==> config.mk <==
export PLATFORM = sky130hd
export DESIGN_NAME = uart_tx
export DESIGN_NICKNAME = d
export VERILOG_FILES = /design/src/rtl/uart_tx.sv
export SDC_FILE = /design/constraint.sdc
export NUM_CORES = 1
export LEC_CHECK = 0
export ABC_AREA = 1
export BUFFER_PORTS_ARGS = -buffer_cell sky130_fd_sc_hd__buf_2
export CAP_MARGIN = 20
export CELL_PAD_IN_SITES_DETAIL_PLACEMENT = 1
export CELL_PAD_IN_SITES_GLOBAL_PLACEMENT = 1
export CORE_ASPECT_RATIO = 0.8
export CORE_MARGIN = 2
export CORE_UTILIZATION = 43
export CTS_CLUSTER_SIZE = 12
export DETAILED_ROUTE_END_ITERATION = 16
export GPL_TIMING_DRIVEN = 0
export PLACE_DENSITY_LB_ADDON = 0.1
export SLEW_MARGIN = 20
export SYNTH_ARGS = -nofsm -noshare
export SYNTH_HDL_FRONTEND = slang
export SYNTH_SLANG_ARGS = --single-unit
==> constraint.sdc <==
create_clock -name CLK -period 2.65 [get_ports CLK]
set_input_delay 0.53 -clock CLK [delete_from_list [all_inputs] [get_ports CLK]]
set_output_delay 0.53 -clock CLK [all_outputs]
set_load 0.005 [all_outputs]
==> src/rtl/uart_tx.sv <==
// uart_tx: baud-rate-clocked UART transmitter, LSB-first framing with
// start bit, DATA_WIDTH data bits, optional even/odd parity and one stop bit.
module uart_tx #(
  parameter int unsigned DATA_WIDTH = 8
) (
  input  logic                  CLK,
  input  logic                  RST,
  input  logic [DATA_WIDTH-1:0] P_DATA,
  input  logic                  DATA_VALID,
  input  logic                  PAR_EN,
  input  logic                  PAR_TYP,
  output logic                  TX_OUT,
  output logic                  BUSY
);

  localparam int unsigned CNT_W = (DATA_WIDTH > 1) ? $clog2(DATA_WIDTH) : 1;
  localparam logic [CNT_W-1:0] CNT_LAST = CNT_W'(DATA_WIDTH - 1);

  typedef enum logic [2:0] {
    IDLE   = 3'd0,
    START  = 3'd1,
    DATA   = 3'd2,
    PARITY = 3'd3,
    STOP   = 3'd4
  } state_e;

  state_e                state_q, state_d;
  logic [CNT_W-1:0]      cnt_q, cnt_d;
  logic [DATA_WIDTH-1:0] data_q, data_d;
  logic                  par_en_q, par_en_d;
  logic                  par_typ_q, par_typ_d;
  logic                  tx_q, tx_d;
  logic                  busy_q, busy_d;
  logic                  accept_c;
  logic                  par_bit_c;

  // A request is only taken when the line is idle or on its final stop bit.
  assign accept_c = DATA_VALID && ((state_q == IDLE) || (state_q == STOP));

  // Parity derives from the latched frame, so input changes mid-frame are harmless.
  assign par_bit_c = par_typ_q ? ~(^data_q) : (^data_q);

  // State and datapath registers; reset abandons any frame and idles the line.
  always_ff @(posedge CLK or negedge RST) begin
    if (!RST) begin
      state_q   <= IDLE;
      cnt_q     <= '0;
      data_q    <= '0;
      par_en_q  <= 1'b0;
      par_typ_q <= 1'b0;
      tx_q      <= 1'b1;
      busy_q    <= 1'b0;
    end else begin
      state_q   <= state_d;
      cnt_q     <= cnt_d;
      data_q    <= data_d;
      par_en_q  <= par_en_d;
      par_typ_q <= par_typ_d;
      tx_q      <= tx_d;
      busy_q    <= busy_d;
    end
  end

  // Next-state, bit counter, request latching and next line value.
  always_comb begin
    state_d   = state_q;
    cnt_d     = cnt_q;
    data_d    = data_q;
    par_en_d  = par_en_q;
    par_typ_d = par_typ_q;
    tx_d      = 1'b1;
    busy_d    = 1'b0;

    case (state_q)
      IDLE: begin
        if (accept_c) begin
          state_d = START;
        end
      end
      START: begin
        state_d = DATA;
        cnt_d   = '0;
      end
      DATA: begin
        if (cnt_q == CNT_LAST) begin
          cnt_d   = '0;
          state_d = par_en_q ? PARITY : STOP;
        end else begin
          cnt_d = cnt_q + CNT_W'(1);
        end
      end
      PARITY: begin
        state_d = STOP;
      end
      STOP: begin
        state_d = accept_c ? START : IDLE;
      end
      default: begin
        state_d = IDLE;
        cnt_d   = '0;
      end
    endcase

    if (accept_c) begin
      data_d    = P_DATA;
      par_en_d  = PAR_EN;
      par_typ_d = PAR_TYP;
      cnt_d     = '0;
    end

    // Line value for the state being entered, so TX_OUT changes on the edge.
    case (state_d)
      IDLE: begin
        tx_d   = 1'b1;
        busy_d = 1'b0;
      end
      START: begin
        tx_d   = 1'b0;
        busy_d = 1'b1;
      end
      DATA: begin
        tx_d   = data_q[cnt_d];
        busy_d = 1'b1;
      end
      PARITY: begin
        tx_d   = par_bit_c;
        busy_d = 1'b1;
      end
      STOP: begin
        tx_d   = 1'b1;
        busy_d = 1'b1;
      end
      default: begin
        tx_d   = 1'b1;
        busy_d = 1'b0;
      end
    endcase
  end

  assign TX_OUT = tx_q;
  assign BUSY   = busy_q;

endmodule

==> results.sh, run 1 <==
export IMPL_ys_warn_count=0
export IMPL_drc=0
export IMPL_crit_type="flip-flop to flip-flop"
export IMPL_hold_path_class="input pin to async pin"
export IMPL_min_period_over_period_pct=65.66
export IMPL_synth_common_cells="nand2_1, inv_1, dfrtp_1, nand3_1"
export IMPL_drive_gt1_share_pct=18.75
export IMPL_p_leak_nw=0.6653
export IMPL_max_stage_delay_ns=0.44
export IMPL_routed_wl_um=2484
export IMPL_power_frac_comb_pct=55.6
export IMPL_synthDominantCellAreaShare_pct=40.62
export IMPL_drtIter0Drc=22
export IMPL_grt_setup_unrepaired="false"
export IMPL_io_pins=15
export IMPL_syn2layout_area_growth_pct=12.19
export IMPL_gp_congestion=0.7873
export IMPL_crit_required_ns=2.88
export IMPL_max_cap_viol_count=0
export IMPL_busiest_layer="met2"
export IMPL_status="completed"
export IMPL_postSynthAreaPerCell_um2=7.375
export IMPL_dr_pass1_iters=4
export IMPL_nNetsFinal=177
export IMPL_worstMarginPinSlew_ns=0.4123
export IMPL_synth_edff_count=0
export IMPL_vias=926
export IMPL_postRouteAntennaNets=0
export IMPL_p_seq_share_pct=35.1
export IMPL_fmax_mhz=574.7
export IMPL_diodes=0
export IMPL_wl_per_cell_um=13.43
export IMPL_grt_pass1_vias=946
export IMPL_synth_seq_area_share_pct=43.13
export IMPL_clock_sinks=18
export IMPL_worstSkewPairLatency_ns=0.29
export IMPL_gr_total_overflow=0
export IMPL_skew_ns=0.003178
export IMPL_synth_area_mm2=0.001047
export IMPL_finalSetupViolations=0
export IMPL_regArea_um2=451.7
export IMPL_crit_top_cell="nand2_1"
export IMPL_grt_use_met1_pct=26.73
export IMPL_crit_fanout=5
export IMPL_slew_violations=0
export IMPL_p_per_area_mw_per_mm2=1277
export IMPL_grt_pass1_wl_um=4243
export IMPL_start_util_pct=46.89
export IMPL_synth_compound_area_share_pct=5.018
export IMPL_fp_dieW_um=59.18
export IMPL_max_slew_margin_pct=72.51
export IMPL_crit_arrival_ns=1.97
export IMPL_postCtsSetupBuffers=0
export IMPL_cts_buffer_depth=2
export IMPL_synth_area_top_cells="dfrtp_1, nand2_1, nand3_1"
export IMPL_synthArstFlopShare_pct=100.0
export IMPL_crit_buf_inv=1
export IMPL_total_power_w=0.001500
export IMPL_synth_xor_area_share_pct=5.018
export IMPL_synth_fa_ha_area_share_pct=3.584
export IMPL_p_clk_share_pct=9.3
export IMPL_cts_tree="built"
export IMPL_antenna_found_initial=0
export IMPL_ys_flop_type="dfrtp_1"
export IMPL_finalSetupTns_ns=0
export IMPL_synth_most_common_cell="nand2_1"
export IMPL_synth_top_family_by_area="simple AND/OR/NAND/NOR gates"
export IMPL_p_sw_share_pct=48.10
export IMPL_critical_path_slowest_cell="dfrtp_1"
export IMPL_hold_buffers=0
export IMPL_numCtsBuffers=3
export IMPL_grt_met2_usage_pct=35.11
export IMPL_synth_mux_area_share_pct=0
export IMPL_port_buffers=14
export IMPL_syn_nets=158
export IMPL_num_fill_cells=306
export IMPL_crit_path_start_kind="flip-flop"
export IMPL_p_sw_w=0.0007214
export IMPL_hold_violations=0
export IMPL_period_minus_slack_ns=1.740
export IMPL_die_h_um=48.14
export IMPL_grt_use_met3_pct=5.040
export IMPL_die_area_mm2=0.002849
export IMPL_track_usage_pct=20.71
export IMPL_cp_end_kind="flip-flop"
export IMPL_path_cells="ha_1 > ha_1 > inv_1 > nand3_1 > nand2_1 > nand3_4 > nand2_1 > nand2_1 > nand2_1 > nand3_1 > nand3_1 > nand2_1"
export IMPL_grt_max_degree=19
export IMPL_p_int_w=0.0007785
export IMPL_h_tree_depth=1
export IMPL_dp_hpwl_um=2000
export IMPL_root_buffer="clkbuf_4"
export IMPL_cp_top_family="simple AND/OR/NAND/NOR gates"
export IMPL_synth_distinct_cells=17
export IMPL_cts_resized_gates=0
export IMPL_ys_ff_latch=18
export IMPL_path_clk_slew_ns=0.10
export IMPL_synth_largest_area_cell="dfrtp_1"
export IMPL_core_mm2=0.002233
export IMPL_multi_input_area_um2=496.7
export IMPL_peakVddDrop_mv=0.4788
export IMPL_synth_simple_area_share_pct=33.81
export IMPL_rows=15
export IMPL_vias_per_cell=5.005
export IMPL_synthCells=142
flip-flops by register name, summed over array words and instances, names as in the netlist:
signal     flops
state_q        3
cnt_q          3
par_en_q       1
BUSY           1
TX_OUT         1
data_q         8
par_typ_q      1
final timing paths:
kind / startpoint / endpoint / slack (ns) / cells after the start
setup / recovery: cnt_q[0] / TX_OUT / 0.91 / 12
hold / removal: RST / cnt_q[0] / 0.15 / 1
setup reg to reg: cnt_q[0] / TX_OUT / 0.91 / 12
hold reg to reg: data_q[3] / data_q[3] / 0.54 / 2
max in group asynchronous: RST / TX_OUT / 2.17 / 1
min in group CLK: P_DATA[7] / data_q[7] / 0.42 / 3
metal layers:
layer | share of wire (%) | routed length (um)
met5 | 0 | 0
met3 | 3.6 | 89
met4 | 1.7 | 42
met2 | 47 | 1161
met1 | 48 | 1190
power groups by stage:
stage	sequential [W]	clock, W	combinational (W)
after CTS	0.000526	0.000148	0.000847
final	0.000526	0.000140	0.000834
after global routing	0.000546	0.000160	0.000964
after global placement	0.000522	0	0.000789
after floorplan	0.000502	0	0.000641
after detailed placement	0.000530	0	0.000838
area by class of cell:
cell class / count / share of cell area, %
Timing Repair Buffer: 14 / 5.964
Clock buffer: 4 / 2.236
Tap cell: 25 / 2.662
Inverter: 22 / 7.029
Multi-Input combinational cell: 100 / 42.28
Sequential cell: 18 / 38.45
Buffer: 2 / 1.384
logic make-up (layout without fill, tap and decap cells):
logic type	count (synthesis)	count (layout)
compound gates	10	10
xor+xnor	6	6
fa+ha+maj	3	3
buf+inv	24	42
flops	18	18
simple gates	81	81
worst register-to-register path, delay by kind of cell, from the launching register on:
family | cells | cell delay (ns)
flops | 1 | 0.44
fa+ha+maj | 2 | 0.46
buf+inv | 1 | 0.09
simple gates | 9 | 0.69
cell usage in the layout (no fill, tap or decap):
| cell type | netlist | routed |
|---|---|---|
| a22oi_1 | 1 | 1 |
| buf_2 | 1 | 15 |
| buf_6 | 1 | 1 |
| clkbuf_1 | 0 | 1 |
| clkbuf_4 | 0 | 3 |
| dfrtp_1 | 17 | 17 |
| dfstp_2 | 1 | 1 |
| ha_1 | 3 | 3 |
| inv_1 | 19 | 19 |
| inv_2 | 3 | 3 |
| nand2_1 | 48 | 48 |
| nand2_2 | 4 | 4 |
| nand3_1 | 17 | 17 |
| nand3_4 | 1 | 1 |
| nor2_1 | 9 | 9 |
| nor2_2 | 2 | 2 |
| o21ai_0 | 9 | 9 |
| xnor2_1 | 4 | 4 |
| xor2_1 | 2 | 2 |
metrics by stage:
| step | cells | hold slack, ns | setup slack (ns) | area [um^2] | util, % |
|---|---|---|---|---|---|
| 3_5_place_dp | 181 | 0.4841 | 0.9567 | 1149 | 51.43 |
| 3_3_place_gp | 181 | 0.4837 | 1.030 | 1149 | 51.43 |
| 2_1_floorplan | 142 | 0.2344 | 1.184 | 1047 | - |
| 6_report | 185 | 0.1540 | 0.9099 | 1175 | 52.61 |
| 5_1_grt | 185 | 0.1524 | 0.7411 | 1175 | 52.61 |
| 4_1_cts | 185 | 0.1560 | 0.8992 | 1175 | 52.61 |
No activity file was read; power rests on OpenSTA's default activity.
==> run 2: changes to the inputs <==
Settings changed: CORE_UTILIZATION 43 to 36.
Clock period 2.65 ns to 1.45 ns, I/O delays scaled along.
==> results.sh, run 2 (same netlist as run 1, synthesis figures left out) <==
export IMPL_p_per_area_mw_per_mm2=2338
export IMPL_cts_buffer_depth=2
export IMPL_p_clk_share_pct=8.6
export IMPL_grt_pass1_wl_um=4767
export IMPL_vias=963
export IMPL_vias_per_cell=4.744
export IMPL_p_sw_w=0.001521
export IMPL_crit_end="TX_OUT"
export IMPL_worstMarginPinSlew_ns=0.4308
export IMPL_die_area_mm2=0.003359
export IMPL_rows=17
export IMPL_reg2reg_from="cnt_q[0]"
export IMPL_path_cells="ha_2 > ha_4 > nor2_4 > nand2_1 > nand2_2 > nand3_2 > nand2_1 > nand2_1 > nand3_2 > nand3_2 > nand2_2"
export IMPL_p_sw_share_pct=48.89
export IMPL_p_leak_nw=0.7044
export IMPL_start_util_pct=37.87
export IMPL_layout_commonest_cell="nand2_1"
export IMPL_routed_wl_um=2762
export IMPL_violations="negative setup slack"
export IMPL_largest_reg_flops=8
export IMPL_cp_end_kind="flip-flop"
export IMPL_cts_tree="built"
export IMPL_reg2reg_slack_ns=-0.10
export IMPL_dr_pass1_iters=2
export IMPL_gr_total_overflow=0
export IMPL_power_frac_comb_pct=60.3
export IMPL_reg_top3="data_q x8, cnt_q x3, state_q x3"
export IMPL_crit_path_start_kind="flip-flop"
export IMPL_worstReg2RegEnd="TX_OUT"
export IMPL_crit_required_ns=1.71
export IMPL_drtIter0Drc=25
export IMPL_grt_setup_unrepaired="true"
export IMPL_root_buffer="clkbuf_4"
export IMPL_regMostFlops="data_q"
export IMPL_hold_violations=0
export IMPL_die_h_um=52.24
export IMPL_fp_dieW_um=64.30
export IMPL_io_pins=15
export IMPL_final_cell_mix="nand2_1, inv_1, dfrtp_1"
export IMPL_path_clk_slew_ns=0.10
export IMPL_h_tree_depth=1
export IMPL_max_stage_delay_ns=0.40
export IMPL_crit_type="flip-flop to flip-flop"
export IMPL_hold_path_class="input pin to flip-flop"
export IMPL_place_ws_ns=-0.2114
export IMPL_worstSetupStartpoint="cnt_q[0]"
export IMPL_dp_cells=194
export IMPL_finalNonFillerCells=203
export IMPL_max_slew_margin_pct=71.28
export IMPL_track_usage_pct=19.05
export IMPL_drc=0
export IMPL_fin_util_pct=48.14
export IMPL_min_period_over_period_pct=107.0
export IMPL_numCtsBuffers=3
export IMPL_drive_gt1_share_pct=32.12
export IMPL_finalSetupViolations=1
export IMPL_grt_pass1_vias=1010
export IMPL_worstSkewPairLatency_ns=0.30
export IMPL_diodes=0
export IMPL_reg2regPathDepth=11
export IMPL_grt_max_degree=19
export IMPL_skew_ns=0.003718
export IMPL_max_cap_viol_count=0
export IMPL_critical_path_slowest_cell="dfrtp_1"
export IMPL_crit_arrival_ns=1.81
export IMPL_syn2layout_area_growth_pct=27.12
export IMPL_wl_per_cell_um=13.61
export IMPL_gp_congestion=0.7329
export IMPL_status="finished with violations"
export IMPL_p_int_w=0.001591
export IMPL_dp_hpwl_um=2044
export IMPL_port_buffers=14
export IMPL_peakVddDrop_mv=0.9429
export IMPL_slew_violations=0
export IMPL_nNetsFinal=182
export IMPL_fin_ws_ns=-0.1022
export IMPL_crit_fanout=4
export IMPL_antenna_found_initial=0
export IMPL_postRouteAntennaNets=0
export IMPL_clock_sinks=18
export IMPL_period_minus_slack_ns=1.552
export IMPL_core_mm2=0.002765
export IMPL_fmax_mhz=644.2
export IMPL_p_seq_share_pct=31.1
-- run 2: changes by cell type in the layout (fill, tap and decap cells not counted), moves of 2 or more --
cell / before / now
nand3_1: 17 / 10
nand3_2: 0 / 7
nand2_1: 48 / 42
nand2_2: 4 / 10
buf_4: 0 / 4
nor2_4: 0 / 4
ha_1: 3 / 1
nor2_1: 9 / 7
nor2_2: 2 / 0
-- run 2: layer usage --
metal  part of all wire [%]  global-route usage, %  wire, um  vias to the layer above
met3                    3.4                  4.516        93                        2
met1                     46                  24.59      1282                      466
met5                      0                      0         0                        -
met2                     50                  33.33      1373                       14
li1                       -                      -         -                      481
met4                   0.43                  3.191        12                        0
-- run 2: worst max-delay path: cells and delay by family, from the launching register on --
kind	cells	cell delay, ns
adder cells (fa/ha/maj)	2	0.39
flip-flops	1	0.40
AND/OR/NAND/NOR	9	0.71
-- run 2: worst min-delay path by stage --
stage | start | to | slack, ns | cells after the start
5_1_grt | P_DATA[7] | data_q[7] | 0.17 | 3
2_1_floorplan | RST | BUSY | -0.006 | 0
4_1_cts | P_DATA[6] | data_q[6] | 0.17 | 3
3_5_place_dp | RST | state_q[1] | 0.25 | 1
3_3_place_gp | RST | state_q[1] | 0.26 | 1
6_report | P_DATA[6] | data_q[6] | 0.18 | 3
-- run 2: layout make-up --
class / count / area (um^2)
Sequential cell: 18 / 451.7
Fill cell: 354 / 1434
Multi-Input combinational cell: 100 / 591.8
Clock buffer: 4 / 26.28
Tap cell: 38 / 47.55
Inverter: 22 / 85.08
Timing Repair Buffer: 19 / 110.1
Buffer: 2 / 18.77
-- run 2: power groups by stage --
stage	clock network, W	logic [W]	registers, W
3_5_place_dp	0	0.00154	0.000968
3_3_place_gp	0	0.00147	0.000950
6_report	0.000268	0.00188	0.000966
5_1_grt	0.000314	0.00216	0.00100
4_1_cts	0.000283	0.00173	0.000963
2_1_floorplan	0	0.00117	0.000918
-- run 2: per-stage QoR --
step / power, W / instance area (um^2) / TNS, ns / hold slack [ns]
finish: 0.003112 / 1331 / -0.1022 / 0.1760
global route: 0.003480 / 1331 / -0.7770 / 0.1710
CTS: 0.002979 / 1274 / -0.07721 / 0.1703
detailed placement: 0.002512 / 1167 / -0.2675 / 0.2516
global placement: 0.002424 / 1167 / -0.1758 / 0.2557
floorplan: 0.002091 / 1050 / 0 / -0.005591
-- run 2: timing repair --
action	CTS	global route
setup endpoints to repair	2	11
resized for setup	14	12
hold buffers	1	0
pin swaps	9	11
endpoints found under the hold margin	17	0
setup buffers	2	2
